### src/rtl/pipe_pkg.sv
// Shared pipeline definitions: control bundle layout and architectural constants.
package pipe_pkg;

    localparam int CTRL_W = 9;

    // Control bundle bit positions, MSB first: RegWrite .. ALUOp[1:0]
    localparam int CTRL_REGWRITE  = 8;
    localparam int CTRL_MEMREAD   = 7;
    localparam int CTRL_MEMWRITE  = 6;
    localparam int CTRL_MEMTOREG  = 5;
    localparam int CTRL_ALUSRC    = 4;
    localparam int CTRL_REGDST    = 3;
    localparam int CTRL_BRANCH    = 2;
    localparam int CTRL_ALUOP_MSB = 1;
    localparam int CTRL_ALUOP_LSB = 0;

    localparam logic [4:0] REG_ZERO = 5'd0;

endpackage

### src/rtl/id_ex_stage_hazard_detect.sv
// Load-use hazard compare: a load in EX whose target is read by the ID instruction.
module hazard_detect
    import pipe_pkg::*;
#(
    parameter int REG_AW = 5
) (
    input  logic              ex_valid,
    input  logic              ex_memread,
    input  logic [REG_AW-1:0] ex_rt,
    input  logic              id_valid,
    input  logic [REG_AW-1:0] id_rs,
    input  logic [REG_AW-1:0] id_rt,
    output logic              stall
);

    logic rt_nonzero;
    logic src_match;

    // rt is compared even for I-type consumers; the extra stall is accepted
    assign rt_nonzero = (ex_rt != REG_AW'(REG_ZERO));
    assign src_match  = (ex_rt == id_rs) || (ex_rt == id_rt);
    assign stall      = ex_valid && ex_memread && rt_nonzero && src_match && id_valid;

endmodule

### src/rtl/id_ex_stage.sv
// ID/EX pipeline register with load-use bubble insertion and $zero forcing.
// Optional WB->ID same-cycle bypass enabled by defining ID_WB_BYPASS_EN.
module id_ex_stage
    import pipe_pkg::*;
#(
    parameter int DATA_W = 32,
    parameter int REG_AW = 5,
    parameter int CTRL_W = pipe_pkg::CTRL_W
) (
    input  logic              clk,
    input  logic              rst_n,
    input  logic              flush,
    input  logic              id_valid,
    input  logic [REG_AW-1:0] id_rs,
    input  logic [REG_AW-1:0] id_rt,
    input  logic [REG_AW-1:0] id_rd,
    input  logic [DATA_W-1:0] id_imm,
    input  logic [CTRL_W-1:0] id_ctrl,
    input  logic [DATA_W-1:0] id_rd1,
    input  logic [DATA_W-1:0] id_rd2,
    input  logic              wb_reg_write,
    input  logic [REG_AW-1:0] wb_waddr,
    input  logic [DATA_W-1:0] wb_wdata,
    output logic              stall,
    output logic              ex_valid,
    output logic [CTRL_W-1:0] ex_ctrl,
    output logic [REG_AW-1:0] ex_rs,
    output logic [REG_AW-1:0] ex_rt,
    output logic [REG_AW-1:0] ex_rd,
    output logic [DATA_W-1:0] ex_rd1,
    output logic [DATA_W-1:0] ex_rd2,
    output logic [DATA_W-1:0] ex_imm
);

`ifdef ID_WB_BYPASS_EN
    localparam bit BYPASS = 1'b1;
`else
    localparam bit BYPASS = 1'b0;
`endif

    logic [DATA_W-1:0] opa;
    logic [DATA_W-1:0] opb;

    hazard_detect #(.REG_AW(REG_AW)) u_hazard (
        .ex_valid   (ex_valid),
        .ex_memread (ex_ctrl[CTRL_MEMREAD]),
        .ex_rt      (ex_rt),
        .id_valid   (id_valid),
        .id_rs      (id_rs),
        .id_rt      (id_rt),
        .stall      (stall)
    );

    // Register file does not hardwire $zero, so it is forced here; a WB write
    // to $0 can never bypass because the zero check comes first.
    always_comb begin
        opa = id_rd1;
        if (id_rs == REG_AW'(REG_ZERO))
            opa = '0;
        else if (BYPASS && wb_reg_write && (wb_waddr == id_rs))
            opa = wb_wdata;
    end

    always_comb begin
        opb = id_rd2;
        if (id_rt == REG_AW'(REG_ZERO))
            opb = '0;
        else if (BYPASS && wb_reg_write && (wb_waddr == id_rt))
            opb = wb_wdata;
    end

    always_ff @(posedge clk or negedge rst_n) begin
        if (!rst_n) begin
            ex_valid <= 1'b0;
            ex_ctrl  <= '0;
            ex_rs    <= '0;
            ex_rt    <= '0;
            ex_rd    <= '0;
            ex_rd1   <= '0;
            ex_rd2   <= '0;
            ex_imm   <= '0;
        end else if (flush || stall) begin
            // Bubble; data fields zeroed only to keep waveforms readable
            ex_valid <= 1'b0;
            ex_ctrl  <= '0;
            ex_rs    <= '0;
            ex_rt    <= '0;
            ex_rd    <= '0;
            ex_rd1   <= '0;
            ex_rd2   <= '0;
            ex_imm   <= '0;
        end else begin
            ex_valid <= id_valid;
            ex_ctrl  <= id_valid ? id_ctrl : '0;
            ex_rs    <= id_rs;
            ex_rt    <= id_rt;
            ex_rd    <= id_rd;
            ex_rd1   <= opa;
            ex_rd2   <= opb;
            ex_imm   <= id_imm;
        end
    end

endmodule
### config.mk
export PLATFORM = sky130hd
export DESIGN_NAME = id_ex_stage
export DESIGN_NICKNAME = d
export VERILOG_FILES = /design/src/rtl/pipe_pkg.sv /design/src/rtl/id_ex_stage_hazard_detect.sv /design/src/rtl/id_ex_stage.sv
export SDC_FILE = /design/constraint.sdc
export NUM_CORES = 1
export LEC_CHECK = 0
export ABC_AREA = 0
export CAP_MARGIN = 40
export CORE_UTILIZATION = 30
export DETAILED_ROUTE_END_ITERATION = 12
export PLACE_DENSITY = 0.8
export SYNTH_ARGS = -nofsm -noshare
export SYNTH_HDL_FRONTEND = slang
export SYNTH_SLANG_ARGS = --single-unit
### constraint.sdc
create_clock -name clk -period 1.77 [get_ports clk]
set_input_delay 0.354 -clock clk [delete_from_list [all_inputs] [get_ports clk]]
set_output_delay 0.354 -clock clk [all_outputs]
set_load 0.005 [all_outputs]
==> impl_metrics.ini <==
[run_status]
status = finished with violations
failed_checks = setup timing

[critical_path]
r2r-start = ex_rt[1]
r2r_cells = 8
r2r-end = ex_rd2[30]
startpoint = ex_rt[1]
crit_path_max_fanout = 2
worstSetupPathType = flip-flop to output port
reg2reg_setup_slack_ns = -0.40
worstSetupStartpointType = flip-flop
arrival_ns = 1.86
critPathRequiredTime_ns = 1.42
cp-end-kind = output port
critPathCapture = stall

[global_route]
grt_usage_pct = 16.8
grt_pass1_vias = 3655
grt_pass1_wl_mm = 18.8
antenna_found_initial = 0
grt_max_degree = 120
grt.overflow.total = 0

[timing]
setup-tns-final_ns = -36.25
whs_ns = 0.311
finalWorstSetupSlack_ns = -0.443
fin_skew_ns = 0.00633
setup_viol = 112
hold_violations = 0
relSlewSlack_pct = 58.2
fin_crit_sh_pct = 125
finalMaxSlewViolations = 0
fmax_ghz = 0.452
fin_crit_ns = 2.21
tightest_slew_ns = 0.627
grt_setup_unrepaired = yes

[floorplan]
fp.dieW_um = 124
core_sq_um = 14500
num_io_pins = 284
num_rows = 44
start_util_pct = 30.7
die_height_um = 124
dieArea_sq_um = 15300

[layout]
drive_above_1_share_pct = 23.0
antennaDiodeCount = 0
final_common_cell = clkdlybuf4s50_1
final_cell_mix = clkdlybuf4s50_1, dfrtp_1, nor3b_2
fin_nets = 784
syn_to_final_growth_pct = 87.4
layout.cells.non_filler = 819

[yosys]
yosysSeqAreaShare_pct = 68.0
yosys_warnings = 0
syn-cell-area_sq_um = 4460
synth_cell_types = 19
ys_seq_elements = 121
synth_edf_count = 0
synth-main-ff-cell = dfrtp_1
syn-num-nets = 505
synth_async_sr_flop_share_pct = 100
synthCells = 343
synth.avg_cell_area_sq_um = 13.0

[pwr]
cellPowerDensity_nw_per_um2 = 917
switching_share_pct = 21.0
power_switching_uw = 1610
internal_power_uw = 6050
clockPowerShare_pct = 47.8
power_leakage_uw = 0.00383
pwr-share-comb_pct = 13.6
ir_drop_v = 0.000667
p_seq_share_pct = 38.6

[detailed_routing]
routed_via_density = 4.23
first_pass_iters = 4
finalWirelength_mm = 13.2
vias = 3461
wire_per_inst_um = 16.1
remaining_drc_errors = 0
antenna_left = 0
drtIter0Drc = 116

[clock_tree]
cts_tree = yes
cts_max_level = 4
clk_latency_ns = 0.40
clk_path_buf_depth = 2
ctsRootBufferMaster = clkbuf_16
cts-buffers-inserted = 17
clkSlewWorstSetupHoldPaths_ns = 0.05
cts_sinks = 121

[placed_design]
gp_congestion = 0.804
hpwl_mm = 8.72
place_inst = 768
port_buffers = 245

[job]
drv_cap = 0

[hold_path]
worstHoldPathType = input pin to asynchronous set/reset pin
-- synth_stat cells (all sizes together), types with 2 or more instances --
| library cell | count | area (sq um) |
|---|---|---|
| nor3b | 64 | 696 |
| dfrtp | 121 | 3030 |
| xor2 | 10 | 87.6 |
| nor2 | 61 | 229 |
| nor2b | 2 | 12.5 |
| inv | 47 | 176 |
| nor3 | 2 | 10.0 |
| nand2 | 9 | 33.8 |
| clkbuf | 9 | 33.8 |
| buf | 12 | 98.8 |
| nand4 | 2 | 12.5 |
-- routing by layer --
metal / track usage (%) / share of wire, % / vias up
li1: - / - / 1617
met1: 18.7 / 39 / 1674
met2: 29.2 / 52 / 160
met3: 6.46 / 8.0 / 10
met4: 5.95 / 1.3 / 0
met5: 0 / 0 / -
-- worst min-delay path by stage --
stage / endpoint / slack, ns / cells past startpoint
after floorplan: ex_ctrl[0] / 0.06 / 0
after global placement: ex_rd1[9] / 0.15 / 1
after detailed placement: ex_rd1[8] / 0.15 / 1
after CTS: ex_rd1[8] / 0.29 / 2
after global routing: ex_rd1[8] / 0.29 / 2
final: ex_rd1[8] / 0.31 / 2
-- flip-flops by register name (all words and copies together), names as in the netlist --
signal / count
ex_valid: 1
ex_ctrl: 9
ex_rs: 5
ex_rd1: 32
ex_rd: 5
ex_rt: 5
ex_imm: 32
ex_rd2: 32
-- metrics by stage --
| step | util (%) | total power (uW) | instance area (sq um) | worst slack (ns) |
|---|---|---|---|---|
| after floorplan | - | 3230 | 4460 | 0.0179 |
| after global placement | 49.6 | 3910 | 7210 | -0.767 |
| after detailed placement | 49.6 | 3930 | 7210 | -0.834 |
| after CTS | 56.6 | 7730 | 8230 | -0.483 |
| after global routing | 57.5 | 8000 | 8350 | -0.519 |
| final | 57.5 | 7660 | 8350 | -0.443 |
-- worst max-delay path, stage by stage (launching register included) --
cell,delay [ns]
dfrtp_1,0.38
buf_6,0.12
or4_4,0.52
o2111ai_4,0.24
nor2_4,0.06
buf_2,0.13
-- kinds of logic (layout without fill, tap and decap cells) --
family | count (synthesis) | after routing | share of synthesized area, %
xor+xnor | 10 | 10 | 1.97
compound gates | 3 | 3 | 0.674
flops | 121 | 121 | 68.0
buf+inv | 68 | 360 | 6.94
simple gates | 141 | 141 | 22.5
-- area by class of cell --
type | count | area (sq um)
clock buffer | 20 | 467
timing repair buffer | 281 | 2950
inverter | 47 | 176
fill | 1197 | 6180
multi-input combinational | 154 | 1320
tap | 184 | 230
clock inverter | 12 | 171
sequential | 121 | 3030
-- power groups by stage --
stage	Clock (uW)	Combinational [uW]	Sequential (uW)
floorplan	0	213	3020
global placement	0	909	3000
detailed placement	0	926	3010
CTS	3740	1030	2960
global route	3900	1130	2970
finish	3660	1040	2960
-- repair_timing --
| action | in CTS | in global routing |
|---|---|---|
| pin swaps | 4 | 8 |
| hold buffers | 1 | 0 |
| endpoints found under the hold margin | 2 | 0 |
| buffers inserted | 12 | 2 |
| setup endpoints to repair | 127 | 115 |
| cloned | 6 | 4 |
| gates resized for setup | 36 | 30 |
Note: power is estimated with default switching activity, not from simulation.
